**config.mk**
```make
export PLATFORM = sky130hd
export DESIGN_NAME = rx_deframer
export DESIGN_NICKNAME = d
export VERILOG_FILES = /design/src/rtl/rx_deframer.sv
export SDC_FILE = /design/constraint.sdc
export NUM_CORES = 1
export LEC_CHECK = 0
export CORE_ASPECT_RATIO = 1.4
export CORE_MARGIN = 2
export CORE_UTILIZATION = 54
export DETAILED_ROUTE_END_ITERATION = 8
export GPL_ROUTABILITY_DRIVEN = 0
export PLACE_DENSITY = 0.79
export SYNTH_ARGS = -nofsm -noshare
export SYNTH_HDL_FRONTEND = slang
export SYNTH_SLANG_ARGS = --single-unit
export TNS_END_PERCENT = 5
```
**constraint.sdc**
```tcl
create_clock -name clk -period 4.1 [get_ports clk]
set_clock_uncertainty 0.1 [all_clocks]
set_input_delay 1.23 -clock clk [delete_from_list [all_inputs] [get_ports clk]]
set_output_delay 1.23 -clock clk [all_outputs]
set_load 0.01 [all_outputs]
```
**src/rtl/rx_deframer.sv**
```systemverilog
// Receive-side frame parser: hunts for the sync word, captures the generator seed, buffers payload words.
// Optional statistics counters are built when RX_DEFRAMER_STATS_EN is defined; otherwise they read as 0.
//
//   state   | meaning
//   HUNT    | sliding two-byte search for SYNC_WORD
//   STATE   | shifting in the 4 seed bytes
//   PAYLOAD | assembling byte pairs into words and pushing them to the FIFO

module rx_deframer #(
   parameter int          PAYLOAD_WORDS = 32,
   parameter int          FIFO_DEPTH    = 4,
   parameter int          GAP_TIMEOUT   = 4096,
   parameter logic [15:0] SYNC_WORD     = 16'hCAFE
) (
   input  logic        clk,
   input  logic        rst,
   input  logic        rx_enable,
   input  logic [7:0]  rx_data,
   input  logic        rx_done,
   output logic [15:0] word_out,
   output logic        word_valid,
   input  logic        word_ready,
   output logic        next_key_en,
   output logic        sync_en,
   output logic [31:0] sync_state_out,
   output logic        in_frame,
   output logic        frame_err,
   output logic        ovf_err,
   output logic [15:0] frame_count,
   output logic [15:0] err_count
);

   localparam int AW  = $clog2(FIFO_DEPTH);
   localparam int CW  = $clog2(FIFO_DEPTH + 1);
   localparam int WCW = (PAYLOAD_WORDS > 1) ? $clog2(PAYLOAD_WORDS) : 1;
   localparam int TW  = $clog2(GAP_TIMEOUT);

   typedef enum logic [1:0] {HUNT, STATE, PAYLOAD} state_t;

   state_t           state_q, state_d;
   logic [7:0]       prev_q;
   logic [1:0]       byte_cnt_q;
   logic [WCW-1:0]   word_cnt_q;
   logic [TW-1:0]    gap_q;
   logic [23:0]      seed_sr_q;
   logic [7:0]       hi_q;

   logic [15:0]      mem [FIFO_DEPTH];
   logic [AW-1:0]    wr_q, rd_q;
   logic [CW-1:0]    count_q;

   logic byte_en, gap_tc, timeout, seed_done, frame_done, push_req;
   logic pop, full, push_ok, drop, flush;

   assign byte_en = rx_enable && rx_done;
   assign gap_tc  = (gap_q == '0);

   always_ff @(posedge clk) begin
      if (rst) state_q <= HUNT;
      else     state_q <= state_d;
   end

   always_comb begin
      state_d    = state_q;
      timeout    = 1'b0;
      seed_done  = 1'b0;
      frame_done = 1'b0;
      push_req   = 1'b0;
      if (!rx_enable) begin
         state_d = HUNT;
      end else begin
         case (state_q)
            HUNT: begin
               if (rx_done && ({prev_q, rx_data} == SYNC_WORD)) state_d = STATE;
            end
            STATE: begin
               if (rx_done) begin
                  if (byte_cnt_q == 2'd3) begin
                     seed_done = 1'b1;
                     state_d   = PAYLOAD;
                  end
               end else if (gap_tc) begin
                  timeout = 1'b1;
                  state_d = HUNT;
               end
            end
            PAYLOAD: begin
               if (rx_done) begin
                  if (byte_cnt_q[0]) begin
                     push_req = 1'b1;
                     if (word_cnt_q == WCW'(PAYLOAD_WORDS - 1)) begin
                        frame_done = 1'b1;
                        state_d    = HUNT;
                     end
                  end
               end else if (gap_tc) begin
                  timeout = 1'b1;
                  state_d = HUNT;
               end
            end
            default: state_d = HUNT;
         endcase
      end
   end

   assign in_frame = (state_q != HUNT);

   // Byte/word bookkeeping and the inter-byte gap down-counter
   always_ff @(posedge clk) begin
      if (rst) begin
         prev_q     <= '0;
         byte_cnt_q <= '0;
         word_cnt_q <= '0;
         gap_q      <= TW'(GAP_TIMEOUT - 1);
         seed_sr_q  <= '0;
         hi_q       <= '0;
      end else begin
         if (!rx_enable || frame_done)            prev_q <= '0;
         else if (state_q == HUNT && rx_done)     prev_q <= rx_data;

         if (state_q == HUNT)                     byte_cnt_q <= '0;
         else if (byte_en)                        byte_cnt_q <= byte_cnt_q + 2'd1;

         if (state_q != PAYLOAD)                  word_cnt_q <= '0;
         else if (push_req)                       word_cnt_q <= word_cnt_q + WCW'(1);

         if (byte_en || state_q == HUNT)          gap_q <= TW'(GAP_TIMEOUT - 1);
         else if (!gap_tc)                        gap_q <= gap_q - TW'(1);

         if (state_q == STATE && byte_en)         seed_sr_q <= {seed_sr_q[15:0], rx_data};
         if (state_q == PAYLOAD && byte_en && !byte_cnt_q[0]) hi_q <= rx_data;
      end
   end

   assign word_valid = (count_q != '0);
   assign full       = (count_q == CW'(FIFO_DEPTH));
   assign pop        = word_valid && word_ready;
   assign push_ok    = push_req && (!full || pop);
   assign drop       = push_req && !push_ok;
   assign flush      = !rx_enable || seed_done;
   assign word_out   = word_valid ? mem[rd_q] : '0;

   always_ff @(posedge clk) begin
      if (push_ok) mem[wr_q] <= {hi_q, rx_data};
   end

   always_ff @(posedge clk) begin
      if (rst || flush) begin
         wr_q    <= '0;
         rd_q    <= '0;
         count_q <= '0;
      end else begin
         if (push_ok) wr_q <= wr_q + AW'(1);
         if (pop)     rd_q <= rd_q + AW'(1);
         case ({push_ok, pop})
            2'b10:   count_q <= count_q + CW'(1);
            2'b01:   count_q <= count_q - CW'(1);
            default: count_q <= count_q;
         endcase
      end
   end

   always_ff @(posedge clk) begin
      if (rst) begin
         sync_en        <= 1'b0;
         sync_state_out <= '0;
         next_key_en    <= 1'b0;
         frame_err      <= 1'b0;
         ovf_err        <= 1'b0;
      end else begin
         sync_en     <= seed_done;
         next_key_en <= pop && rx_enable;
         frame_err   <= timeout;
         ovf_err     <= drop;
         if (seed_done) sync_state_out <= {seed_sr_q, rx_data};
      end
   end

`ifdef RX_DEFRAMER_STATS_EN
   logic [15:0] frame_count_q, err_count_q;

   always_ff @(posedge clk) begin
      if (rst) begin
         frame_count_q <= '0;
         err_count_q   <= '0;
      end else begin
         if (frame_done && frame_count_q != 16'hFFFF) frame_count_q <= frame_count_q + 16'd1;
         if ((timeout || drop) && err_count_q != 16'hFFFF) err_count_q <= err_count_q + 16'd1;
      end
   end

   assign frame_count = frame_count_q;
   assign err_count   = err_count_q;
`else
   assign frame_count = '0;
   assign err_count   = '0;
`endif

endmodule

```
==> metrics.md <==
| Metric | Value |
|---|---|
| Status | `finished clean` |
| GRT Total Usage | `21.6%` |
| Die footprint | `0.0139 sq mm` |
| Peak supply drop | `293 uV` |
| DR vias | `4916` |
| CP bufs+invs | `1` |
| Clock Latency Late Sink | `0.42 ns` |
| Max H-tree Level | `4` |
| DR WL/cell | `16.4 microns` |
| Logic pwr share | `2.2%` |
| Maximum clock insertion buffer count | `2` |
| Vias per inst | `5.55` |
| Routed Wire Length | `14500 microns` |
| Distinct cells, synth | `58` |
| Vias in the first global route | `4798` |
| Commonest non-fill, non-tap cell in the layout | `nand2_1` |
| Fill cell count | `966` |
| Worst min path class | `flip-flop to flip-flop` |
| Area growth, synth to finish | `18.2%` |
| TritonCTS Buffers | `17` |
| RSZ-0062 raised after global routing | `no` |
| DR pass1 iterations | `5` |
| Wire length on met3 | `631 microns` |
| Critical-path cell list | `mux4_2, nor2b_1, clkdlybuf4s50_1` |
| Most frequent cells in the layout | `nand2_1 (144), dfxtp_1 (106), a21oi_1 (72), clkdlybuf4s50_1 (65), edfxtp_1 (64)` |
| Core area | `0.0128 sq mm` |
| Startpoint Class | `flip-flop` |
| DRT antenna net count | `0` |
| Final Setup Violations | `0` |
| DRT iter0 DRCs | `318` |
| CTS sink count | `170` |
| Leak | `2.92 nW` |
| Clk root buf | `clkbuf_16` |
| # DRC | `0` |
| Diodes inserted | `0` |
| Avg Cell Area, Syn | `10.8 sq um` |
| Clock transition at path regs | `0.07 ns` |
| Final HPWL DP | `9700 microns` |
| Global route overflow | `0` |
| Reg power frac | `52.7%` |
| First-pass GRT wire length | `23800 microns` |
| Final min period | `3.63 ns` |
| Final setup margin | `0.470 ns` |
| Number of hold buffers added after cts | `0` |
| Net Switching | `0.728 mW` |
| Final Hold Fails | `0` |
| Slew HR | `48.3%` |
| WHS | `0.357 ns` |
| Uppermost layer routed | `met4` |
| Crit path DAT | `2.30 ns` |
| Largest net degree at the start of global routing | `62` |
| DRT met1 WL | `5810 microns` |
| TritonCTS clock tree | `built` |
| Post-layout instance area | `0.00829 sq mm` |
| Post-CTS sizing | `0` |
| CP Class | `flip-flop to primary output` |
| Slew at the pin closest to its max-slew limit | `0.775 ns` |
| Worst Path Required | `2.77 ns` |
| Initial antenna violation count | `0` |
| Die X | `100 microns` |
| Ys async rst share | `0%` |
| WL met2 | `7800 microns` |
| Sw Share | `22.0%` |
| Power Density | `400 mW/mm^2` |
| Post-Synthesis Cells | `650` |
| Register area share after synthesis | `57.7%` |
| Critical path endpoint category | `primary output` |
| F_max | `276 MHz` |
| Total Power | `3.31 mW` |
| Mapped Area | `0.00701 sq mm` |
| Slowest stage cell on the critical path | `dfxtp_1` |
| Slowest cell delay on critical path | `0.82 ns` |
| Final Max Tran Viols | `0` |
| Max_cap viols | `0` |
| Rows | `49` |
| # nets final | `746` |
| Worst path top cell family by delay | `flip-flops` |
| Layout cells sized above 1 | `10.8%` |
| I/O pin cnt | `99` |
| Power Internal | `2.59 mW` |
| R2r setup slk | `1.53 ns` |
| Initial Util | `55.0%` |
| Yosys Warn Count | `0` |
| Clock share of power | `45.1%` |
| Height of the die | `139 microns` |
| Post-synth EDFFs | `64` |
| Final setup TNS | `0 ns` |
| Fin util | `65.0%` |
| Post-CTS Setup Bufs | `0` |
| Buffers on Ports | `66` |
| FF+latch count, synth | `170` |
| Post-route clock period utilization | `88.5%` |
| Post-Place Cell Area | `0.00773 sq mm` |
| Ys flop type | `dfxtp_1` |
| Final cell count without fillers | `886` |
| Post-Place Setup Slack | `0.565 ns` |
| Inst Count DP | `854` |
| Crit Path Max Fanout | `16` |
==> power by group through the flow <==
| stage | clock, mW | combinational, mW | sequential (mW) |
|---|---|---|---|
| 2_1_floorplan | 0 | 0.0581 | 1.78 |
| 3_3_place_gp | 0 | 0.0673 | 1.78 |
| 3_5_place_dp | 0 | 0.0694 | 1.78 |
| 4_1_cts | 1.52 | 0.0706 | 1.75 |
| 5_1_grt | 1.60 | 0.0773 | 1.75 |
| 6_report | 1.49 | 0.0717 | 1.75 |
==> flip-flops by register name, summed over array words and instances, names as in the netlist, named ones only <==
register	cells
ovf_err	1
prev_q	8
seed_sr_q	24
sync_state_out	32
rd_q	2
wr_q	2
sync_en	1
hi_q	8
mem	64
gap_q	12
word_cnt_q	5
next_key_en	1
byte_cnt_q	2
count_q	3
frame_err	1
state_q	2
==> worst paths after layout <==
| kind | to | depth (start not counted) | start |
|---|---|---|---|
| worst max register to register | count_q[2]$_SDFFE_PP0P_ | 9 | state_q[0]$_SDFFE_PP0P_ |
| worst max-delay path | word_out[6] | 3 | flip-flop |
| worst min register to register | sync_state_out[31]$_SDFFE_PP0P_ | 2 | seed_sr_q[23]$_SDFFE_PP0P_ |
| worst min-delay path | sync_state_out[31]$_SDFFE_PP0P_ | 2 | seed_sr_q[23]$_SDFFE_PP0P_ |
==> logic make-up (layout without fill, tap and decap cells) <==
| logic type | count (synthesis) | count (layout) | synth area share, % |
|---|---|---|---|
| fa+ha+maj | 13 | 13 | 2.43 |
| compound gates | 103 | 103 | 8.92 |
| xor+xnor | 12 | 12 | 1.50 |
| simple gates | 253 | 253 | 17.5 |
| other cells | 1 | 32 | 0.0535 |
| buf+inv | 78 | 130 | 6.19 |
| mux | 20 | 20 | 5.71 |
| flops | 170 | 170 | 57.7 |
==> cell type report <==
type                       instances  area [sq um]  area share (%)
tap                              153           191            2.31
sequential                       170          4040            48.8
inverter                          15          56.3           0.679
timing repair buffer              83           783            9.45
clock inverter                    14           108            1.30
multi-input combinational        433          2660            32.0
clock buffer                      18           450            5.43
==> synth_stat cells (all sizes together), types with 2 or more instances <==
cell type	number	area, sq um
a21oi	72	360
dfxtp	106	2120
inv	15	56.3
o21ai	4	20.0
nor4b	2	32.5
edfxtp	64	1920
ha	12	150
mux4	16	360
xor2	5	43.8
nor4	3	33.8
buf	47	317
nand4b	6	52.6
nor2b	25	156
nor3	11	65.1
o31a	2	17.5
nand2b	5	31.3
a211oi	3	32.5
o22a	7	61.3
and3	7	43.8
nand3b	2	15.0
nand3	17	95.1
o31ai	2	15.0
nand4	4	25.0
nor2	20	77.6
xnor2	7	61.3
clkbuf	16	61.3
o211ai	2	15.0
mux2i	4	40.0
or3	2	12.5
nand2	144	541
==> worst reg2reg max path, cell delays in order, from the launching register on <==
cell,delay (ns)
dfxtp_1,0.39
inv_1,0.10
ha_1,0.32
and4_1,0.26
nor2_1,0.17
inv_1,0.12
fa_1,0.39
nor4_1,0.39
nor3_1,0.08
nor3_1,0.16
==> layer usage <==
metal	global-route usage (%)	up-vias
met4	7.14	0
met1	25.2	2421
li1	-	2347
met5	0	-
met2	37.6	124
met3	6.45	24
No activity file was read; power rests on OpenSTA's default activity.
